--- src/rtl/alu_pkg.sv ---
// Shared ALU op codes, RV32I opcode/funct3 constants and the decoded issue-entry layout.
// Entries are stored already decoded so the issue stage never re-decodes.
package alu_pkg;

    localparam int ENTRY_XLEN = 32;

    localparam logic [3:0] ALU_ADD = 4'b0000;
    localparam logic [3:0] ALU_SUB = 4'b0001;
    localparam logic [3:0] ALU_SLL = 4'b0010;
    localparam logic [3:0] ALU_SLT = 4'b0011;
    localparam logic [3:0] ALU_SRL = 4'b0100;
    localparam logic [3:0] ALU_EQ  = 4'b0101;
    localparam logic [3:0] ALU_SRA = 4'b0110;
    localparam logic [3:0] ALU_NE  = 4'b0111;
    localparam logic [3:0] ALU_AND = 4'b1000;
    localparam logic [3:0] ALU_LT  = 4'b1001;
    localparam logic [3:0] ALU_XOR = 4'b1010;
    localparam logic [3:0] ALU_GE  = 4'b1011;
    localparam logic [3:0] ALU_OR  = 4'b1100;
    localparam logic [3:0] ALU_LUI = 4'b1110;

    localparam logic [6:0] OPC_OP     = 7'b0110011;
    localparam logic [6:0] OPC_OP_IMM = 7'b0010011;
    localparam logic [6:0] OPC_LUI    = 7'b0110111;
    localparam logic [6:0] OPC_AUIPC  = 7'b0010111;
    localparam logic [6:0] OPC_JAL    = 7'b1101111;
    localparam logic [6:0] OPC_JALR   = 7'b1100111;
    localparam logic [6:0] OPC_LOAD   = 7'b0000011;
    localparam logic [6:0] OPC_STORE  = 7'b0100011;
    localparam logic [6:0] OPC_BRANCH = 7'b1100011;

    localparam logic [2:0] F3_ADD  = 3'b000;
    localparam logic [2:0] F3_SLL  = 3'b001;
    localparam logic [2:0] F3_SLT  = 3'b010;
    localparam logic [2:0] F3_SLTU = 3'b011;
    localparam logic [2:0] F3_XOR  = 3'b100;
    localparam logic [2:0] F3_SR   = 3'b101;
    localparam logic [2:0] F3_OR   = 3'b110;
    localparam logic [2:0] F3_AND  = 3'b111;

    localparam logic [2:0] F3_BEQ  = 3'b000;
    localparam logic [2:0] F3_BNE  = 3'b001;
    localparam logic [2:0] F3_BLT  = 3'b100;
    localparam logic [2:0] F3_BGE  = 3'b101;
    localparam logic [2:0] F3_BLTU = 3'b110;
    localparam logic [2:0] F3_BGEU = 3'b111;

    typedef struct packed {
        logic [ENTRY_XLEN-1:0] a;
        logic [ENTRY_XLEN-1:0] b;
        logic [3:0]            op;
        logic                  us;
        logic [4:0]            rd;
        logic                  we;
        logic                  branch;
        logic [ENTRY_XLEN-1:0] target;
        logic [ENTRY_XLEN-1:0] store_data;
        logic                  illegal;
    } issue_entry_t;

    function automatic logic [ENTRY_XLEN-1:0] sext12(input logic [11:0] v);
        return {{(ENTRY_XLEN-12){v[11]}}, v};
    endfunction

endpackage

--- src/rtl/rv32i_alu_decode.sv ---
// Purely combinational RV32I instruction -> ALU issue entry decode; zero latency, no handshake.
module rv32i_alu_decode
    import alu_pkg::*;
(
    input  logic [31:0]           instr,
    input  logic [ENTRY_XLEN-1:0] pc,
    input  logic [ENTRY_XLEN-1:0] rs1_data,
    input  logic [ENTRY_XLEN-1:0] rs2_data,
    output issue_entry_t          entry
);

    logic [6:0]            opcode;
    logic [2:0]            f3;
    logic                  alt;
    logic [ENTRY_XLEN-1:0] i_imm;
    logic [ENTRY_XLEN-1:0] s_imm;
    logic [ENTRY_XLEN-1:0] b_imm;
    logic [ENTRY_XLEN-1:0] u_imm;
    logic [ENTRY_XLEN-1:0] shamt;
    logic                  we_raw;

    assign opcode = instr[6:0];
    assign f3     = instr[14:12];
    assign alt    = instr[30];
    assign i_imm  = sext12(instr[31:20]);
    assign s_imm  = sext12({instr[31:25], instr[11:7]});
    assign b_imm  = {{(ENTRY_XLEN-12){instr[31]}}, instr[7], instr[30:25], instr[11:8], 1'b0};
    assign u_imm  = {instr[31:12], 12'b0};
    assign shamt  = {{(ENTRY_XLEN-5){1'b0}}, instr[24:20]};

    always_comb begin
        entry            = '0;
        we_raw           = 1'b0;
        entry.rd         = instr[11:7];
        entry.store_data = rs2_data;
        entry.a          = rs1_data;
        entry.b          = rs2_data;
        entry.op         = ALU_ADD;
        case (opcode)
            OPC_OP, OPC_OP_IMM: begin
                we_raw = 1'b1;
                if (opcode == OPC_OP_IMM) begin
                    entry.b = (f3 == F3_SLL || f3 == F3_SR) ? shamt : i_imm;
                end
                case (f3)
                    F3_ADD:  entry.op = (opcode == OPC_OP && alt) ? ALU_SUB : ALU_ADD;
                    F3_SLL:  entry.op = ALU_SLL;
                    F3_SLT:  entry.op = ALU_SLT;
                    F3_SLTU: begin entry.op = ALU_SLT; entry.us = 1'b1; end
                    F3_XOR:  entry.op = ALU_XOR;
                    F3_SR:   entry.op = alt ? ALU_SRA : ALU_SRL;
                    F3_OR:   entry.op = ALU_OR;
                    default: entry.op = ALU_AND;
                endcase
            end
            OPC_LUI: begin
                entry.op = ALU_LUI;
                entry.b  = u_imm;
                we_raw   = 1'b1;
            end
            OPC_AUIPC: begin
                entry.a = pc;
                entry.b = u_imm;
                we_raw  = 1'b1;
            end
            OPC_JAL, OPC_JALR: begin
                entry.a = pc;
                entry.b = ENTRY_XLEN'(4);
                we_raw  = 1'b1;
            end
            OPC_LOAD: begin
                entry.b = i_imm;
                we_raw  = 1'b1;
            end
            OPC_STORE: entry.b = s_imm;
            OPC_BRANCH: begin
                entry.target = pc + b_imm;
                entry.branch = 1'b1;
                case (f3)
                    F3_BEQ:  entry.op = ALU_EQ;
                    F3_BNE:  entry.op = ALU_NE;
                    F3_BLT:  entry.op = ALU_LT;
                    F3_BGE:  entry.op = ALU_GE;
                    F3_BLTU: begin entry.op = ALU_LT; entry.us = 1'b1; end
                    F3_BGEU: begin entry.op = ALU_GE; entry.us = 1'b1; end
                    default: begin
                        entry.branch  = 1'b0;
                        entry.illegal = 1'b1;
                        entry.target  = '0;
                    end
                endcase
            end
            default: entry.illegal = 1'b1;
        endcase
        // Writes to x0 are architecturally discarded, so never request them.
        entry.we = we_raw && (entry.rd != 5'd0);
    end

endmodule

--- src/rtl/alu_issue_stage.sv ---
// ID/EX issue stage: decodes on accept into a 2-entry skid buffer; 1-cycle latency, 1 op/cycle.
// in_ready is registered (!skid valid); a held output diverts one extra entry into skid; flush drops all.
module alu_issue_stage
    import alu_pkg::*;
#(
    parameter int XLEN  = 32,
    parameter int DEPTH = 2
) (
    input  logic            clk,
    input  logic            reset,
    input  logic            flush,
    input  logic            in_valid,
    output logic            in_ready,
    input  logic [31:0]     instr,
    input  logic [XLEN-1:0] pc,
    input  logic [XLEN-1:0] rs1_data,
    input  logic [XLEN-1:0] rs2_data,
    output logic            out_valid,
    input  logic            out_ready,
    output logic [XLEN-1:0] alu_a,
    output logic [XLEN-1:0] alu_b,
    output logic [3:0]      alu_op,
    output logic            alu_us,
    output logic [4:0]      rd,
    output logic            reg_we,
    output logic            is_branch,
    output logic [XLEN-1:0] br_target,
    output logic [XLEN-1:0] store_data,
    output logic            illegal
);

    if (DEPTH != 2 || XLEN != ENTRY_XLEN) begin : g_bad_cfg
        $error("alu_issue_stage supports only DEPTH=2 and XLEN=%0d", ENTRY_XLEN);
    end

    issue_entry_t dec_entry;
    issue_entry_t main_d, main_q;
    issue_entry_t skid_d, skid_q;
    logic         main_vld_d, main_vld_q;
    logic         skid_vld_d, skid_vld_q;
    logic         in_rdy_d, in_rdy_q;
    logic         accept;
    logic         drain;

    rv32i_alu_decode u_decode (
        .instr    (instr),
        .pc       (pc),
        .rs1_data (rs1_data),
        .rs2_data (rs2_data),
        .entry    (dec_entry)
    );

    assign accept = in_valid && in_rdy_q;
    assign drain  = main_vld_q && out_ready;

    always_comb begin
        main_d     = main_q;
        skid_d     = skid_q;
        main_vld_d = main_vld_q;
        skid_vld_d = skid_vld_q;
        if (flush) begin
            main_vld_d = 1'b0;
            skid_vld_d = 1'b0;
        end else if (!main_vld_q || drain) begin
            // Skid is older than anything arriving now, so it refills main first.
            if (skid_vld_q) begin
                main_d     = skid_q;
                main_vld_d = 1'b1;
                skid_vld_d = 1'b0;
            end else if (accept) begin
                main_d     = dec_entry;
                main_vld_d = 1'b1;
            end else begin
                main_vld_d = 1'b0;
            end
        end else if (accept) begin
            skid_d     = dec_entry;
            skid_vld_d = 1'b1;
        end
        in_rdy_d = !skid_vld_d;
    end

    always_ff @(posedge clk or posedge reset) begin
        if (reset) begin
            main_q     <= '0;
            skid_q     <= '0;
            main_vld_q <= 1'b0;
            skid_vld_q <= 1'b0;
            in_rdy_q   <= 1'b1;
        end else begin
            main_q     <= main_d;
            skid_q     <= skid_d;
            main_vld_q <= main_vld_d;
            skid_vld_q <= skid_vld_d;
            in_rdy_q   <= in_rdy_d;
        end
    end

    assign in_ready   = in_rdy_q;
    assign out_valid  = main_vld_q;
    assign alu_a      = main_q.a;
    assign alu_b      = main_q.b;
    assign alu_op     = main_q.op;
    assign alu_us     = main_q.us;
    assign rd         = main_q.rd;
    assign reg_we     = main_q.we;
    assign is_branch  = main_q.branch;
    assign br_target  = main_q.target;
    assign store_data = main_q.store_data;
    assign illegal    = main_q.illegal;

endmodule

--- config.mk ---
export PLATFORM = sky130hd
export DESIGN_NAME = alu_issue_stage
export DESIGN_NICKNAME = d
export VERILOG_FILES = /design/src/rtl/alu_pkg.sv /design/src/rtl/rv32i_alu_decode.sv /design/src/rtl/alu_issue_stage.sv
export SDC_FILE = /design/constraint.sdc
export NUM_CORES = 1
export LEC_CHECK = 0
export BUFFER_PORTS_ARGS = -buffer_cell sky130_fd_sc_hd__buf_2
export CAP_MARGIN = 20
export CELL_PAD_IN_SITES_DETAIL_PLACEMENT = 1
export CELL_PAD_IN_SITES_GLOBAL_PLACEMENT = 1
export CORE_MARGIN = 4
export CORE_UTILIZATION = 49
export DETAILED_ROUTE_END_ITERATION = 10
export PLACE_DENSITY_LB_ADDON = 0.08
export SLEW_MARGIN = 20
export SYNTH_ARGS = -nofsm -noshare
export SYNTH_HDL_FRONTEND = slang
export SYNTH_HIERARCHICAL = 1
export SYNTH_SLANG_ARGS = --single-unit
--- constraint.sdc ---
create_clock -name clk -period 23.6 [get_ports clk]
set_clock_uncertainty 0.15 [all_clocks]
set_input_delay 3.54 -clock clk [delete_from_list [all_inputs] [get_ports clk]]
set_output_delay 3.54 -clock clk [all_outputs]
set_load 0.1 [all_outputs]
# Word-level counts from Yosys, hierarchy flattened
# Index checks and enable logic that the tools add are counted.
# totals
register_bits	285
latchBits	0
ram_bits	0
rom_bits	0
in_bits	133
output_inout_bits	143
wordCells	93
memories	0
# op_classes
add_sub_neg	1
n_mul	0
div	0
magnitude_cmp	0
eq_ne	16
shifts	0
n_mux	26
bitwise	2
reduce_logical	25
# op_table
op	count
141-bit 2-to-1 mux	2
32-bit case mux with 5 select lines	1
32-bit 2-to-1 mux	3
33-bit 2-to-1 mux	2
32-bit adder	1
4-bit case mux with 6 select lines	1
7-bit by 6-bit == test with 1-bit output (second input constant)	3
7-bit == test (second input constant)	3
4-bit case mux with 4 select lines	1
7-bit by 5-bit == test with 1-bit output (second input constant)	2
2-bit OR reduction	7
3-bit == test (second input constant)	4
1-bit 2-to-1 mux	12
4-bit case mux with 3 select lines	1
8-bit OR reduction	1
7-bit by 2-bit == test with 1-bit output (second input constant)	1
7-bit OR reduction	1
3-bit by 2-bit == test with 1-bit output (second input constant)	2
3-bit AND reduction	2
6-bit OR reduction	1
5-bit nonzero test	1
1-bit logical AND	4
1-bit case mux with 2 select lines	2
2-bit nonzero test	2
7 further kinds	10

# Depth between registers and ports, before layout
# logic_depth
ltp_word	7
mapped_depth	12
mapped_depth_nobuf	12

# Cells and area by module
# Netlist, hierarchy kept.
# by_module_without_submodules
mod	instances	cells_each	area_per_inst_um2	seq_area_each_um2
alu_issue_stage	1	765	12273.0	7133.1
rv32i_alu_decode	1	495	3419.5	0.0

# Worst setup path before layout
# OpenSTA, ideal clock, no wires.
# synth_path
path_type	input to register
start	input instr[8]
end	register main_q, in the netlist br_target[29]
setup_ps	125
arrival_ps	5862
required_time_ps	23325
setup_slack_ps	17463
path_stages	12
path_buffers	0
cell_sequence	ha_1 -> inv_1 -> fa_1 -> and2b_1 -> o211ai_1 -> a211oi_2 -> a211oi_2 -> o211ai_1 -> a21oi_1 -> a31o_2 -> mux2_2 -> mux2_2
# synth_lines
element	line_no	text
start: declaration	alu_issue_stage.sv:14	input logic [31:0] instr,
end signal: assignment	alu_issue_stage.sv:91	main_q <= main_d;
end: declaration	alu_issue_stage.sv:37	issue_entry_t main_d, main_q;

==> impl_metrics.ini <==
[yosys]
syn_area_per_cell_um2 = 12.5
synth_nets = 1424
ys_warn_count = 6
synth-async-reset-ratio = 1.00
synth-seq-cells = 285
synthCells = 1260
synth_area_mm2 = 0.0157
ys_types = 68
yosysSeqAreaShare = 0.455
synth_ff_type = dfrtp_1
synth_edf_count = 0

[die]
die_h_um = 187
die_area_mm2 = 0.0350
rows = 65
die_x_um = 187
io_pins = 276
start_util = 0.497
core_region_area_mm2 = 0.0316

[place]
place.port_buffers = 275
gp_congestion = 0.853
dp_hpwl_um = 29500
dp_cells = 1834
pre_cts_ws_ns = 16.63

[clocking]
cts_tree = built
cts_hold_buf = 0
cts_max_level = 2
cts_setup_buffers = 0
clock_path_buffers = 3
cts.sinks = 285
path_clk_slew_ns = 0.06
insertion_delay_ns = 0.51
root_buffer = clkbuf_16
cts_made_buffers = 34
ctsResizeCount = 0

[cells_and_area]
drive_above_1_share = 0.491
fin_cells = 1895
nNetsFinal = 1632
fill_cells = 3279
diodes = 0
fin_util = 0.575
area_delta_synth_final_pct = 15.5

[sta]
setup_viol = 0
finalHoldViolCount = 0
fmax_mhz = 155
fin_ws_ns = 17.13
slew_viol_final = 0
period_share = 0.274
layout_min_cycle_time_ns = 6.47
relSlewSlack = 0.289
rsz0062_at_grt = false
setup_tns_ns = 0
worst_pin_slew_ns = 1.06

[drt]
first_pass_iters = 7
maxUsedRoutingLayer = met4
wl_met1_um = 19000
drt-wirelength-per-cell_um = 22.4
drtAntennaViolNets = 0
wl_um = 42500
met3_length_um = 2120
vias_per_cell = 5.74
wl_met2_um = 20500
drc = 0
drtIter0Drc = 505
vias = 10900

[flow_run]
maxCapViolCount = 0

[critical_path]
worstSetupPathType = input pin to flip-flop
crit_path_end_kind = flip-flop
startpoint_type = input pin
arrival_ns = 6.77
path_max_fanout = 25
critical_path_required_ns = 23.90

[pwr]
total_leakage_power_nw = 8.45
total_power_mw = 1.70
p_clk_frac = 0.312
seqPwrFrac = 0.367
switchingPower_uw = 660
comb_power_share = 0.321
sw_frac_of_total = 0.387
peakVddDrop_mv = 0.0663
power.internal_mw = 1.04
power_per_cell_area_mw_per_mm2 = 94.0

[worst_hold_path]
hp-class = flip-flop to flip-flop

[global_route]
grt_max_degree = 168
gr-usage-all-layers = 0.237
gr-total-overflow = 0
grt_pass1_vias = 12000
grt_antenna_before_repair = 0
grt_first_pass_wirelength_um = 67200

[status]
status = complete, no violations
[flip-flops by register name (all words and copies together) (netlist names)]
name        flops
alu_a          32
alu_b          32
alu_op          4
alu_us          1
br_target      32
illegal         1
in_ready        1
is_branch       1
out_valid       1
rd              5
reg_we          1
skid_q        141
skid_vld_q      1
store_data     32
[power by group through the flow]
| stage | clock network, mW | logic (mW) | registers, mW |
|---|---|---|---|
| 6_report | 0.531 | 0.547 | 0.626 |
| 5_1_grt | 0.567 | 0.574 | 0.637 |
| 4_1_cts | 0.546 | 0.551 | 0.626 |
| 3_5_place_dp | 0 | 0.549 | 0.633 |
| 3_3_place_gp | 0 | 0.540 | 0.627 |
| 2_1_floorplan | 0 | 0.168 | 0.905 |
[layer usage]
layer  GRT usage  vias to the layer above
met2       0.404                      246
met3      0.0457                       53
met1       0.317                     5579
met4      0.0546                        0
li1            -                     5002
met5           0                        -
[critical path: stages]
cell and delay, ns:
buf_2 0.12, nand3_1 0.30, nor2_8 0.18, nor3_4 0.89, a31o_1 0.83, a21oi_1 0.14, a21oi_1 0.20, a2bb2oi_1 0.24
mux2_2 0.19, mux2_2 0.14
[final cells by class]
cell class	instances	area (um2)	area share
Clock buffer	52	1040	0.0573
Clock inverter	9	103	0.00566
Inverter	15	63.8	0.00352
Multi-Input combinational cell	849	7820	0.432
Sequential cell	285	7140	0.394
Tap cell	402	503	0.0277
Timing Repair Buffer	283	1460	0.0806
[stage by stage]
step / hold slack (ns) / cell area [um2]
3_3_place_gp: 0.311 / 17000
4_1_cts: 0.335 / 18100
6_report: 0.331 / 18100
3_5_place_dp: 0.321 / 17000
2_1_floorplan: 0.302 / 15700
5_1_grt: 0.347 / 18100
[Yosys cell counts (4+ instances only)]
| library cell | instances | area (um2) |
|---|---|---|
| or3_1 | 5 | 31.3 |
| ha_1 | 30 | 375 |
| a21oi_2 | 10 | 87.6 |
| and2_1 | 10 | 62.6 |
| clkbuf_1 | 22 | 82.6 |
| a2bb2oi_1 | 19 | 166 |
| buf_6 | 11 | 124 |
| mux2_2 | 365 | 4110 |
| nand3_1 | 9 | 45.0 |
| dfrtp_1 | 284 | 7110 |
| xnor2_1 | 13 | 114 |
| o21ai_0 | 29 | 145 |
| o21a_1 | 8 | 60.1 |
| nor2_1 | 42 | 158 |
| inv_1 | 15 | 56.3 |
| a21oi_1 | 68 | 340 |
| mux2_1 | 90 | 1010 |
| a222oi_1 | 4 | 40.0 |
| nor3_1 | 7 | 35.0 |
| buf_4 | 46 | 345 |
| nor4_1 | 5 | 31.3 |
| buf_2 | 30 | 150 |
| xor2_1 | 10 | 87.6 |
| a22o_1 | 7 | 61.3 |
| a21o_1 | 6 | 45.0 |
| o211ai_1 | 5 | 37.5 |
| nand2_1 | 31 | 116 |
| nor2b_1 | 8 | 50.1 |
| nand4_1 | 9 | 56.3 |
| a31oi_1 | 9 | 56.3 |
[logic make-up after synthesis]
| group | synth area share |
|---|---|
| XOR/XNOR | 0.0128 |
| multiplexers | 0.327 |
| AO/OA/AOI/OAI | 0.0800 |
| adder cells (fa/ha/maj) | 0.0252 |
| buffers and inverters | 0.0488 |
| AND/OR/NAND/NOR | 0.0521 |
| flip-flops | 0.455 |
[worst paths after layout]
kind                       startpoint    endpoint  slack [ns]  cells past startpoint
min in group asynchronous       reset   alu_a[17]        3.01                      2
max                          instr[0]   alu_b[26]       17.13                     10
min reg2reg                skid_q[24]  skid_q[24]        0.33                      1
min                        skid_q[24]  skid_q[24]        0.33                      1
max in group asynchronous       reset  skid_q[65]       18.82                      3
max reg2reg                  in_ready   alu_b[11]       20.25                      5
[cell usage in the layout, fill, tap and decap left out, types with 10 or more instances in the layout]
master and count:
clkbuf_16 35, and2_1 10, xor2_1 10, nor2_1 41
clkbuf_8 10, mux2_1 90, dfrtp_1 283, inv_1 14
nand2_1 31, xnor2_1 13, ha_1 30, o21ai_0 28
mux2_2 365, a2bb2oi_1 19, a21oi_1 68, a21oi_2 10
buf_2 275
Power figures use the tool's default switching activity.
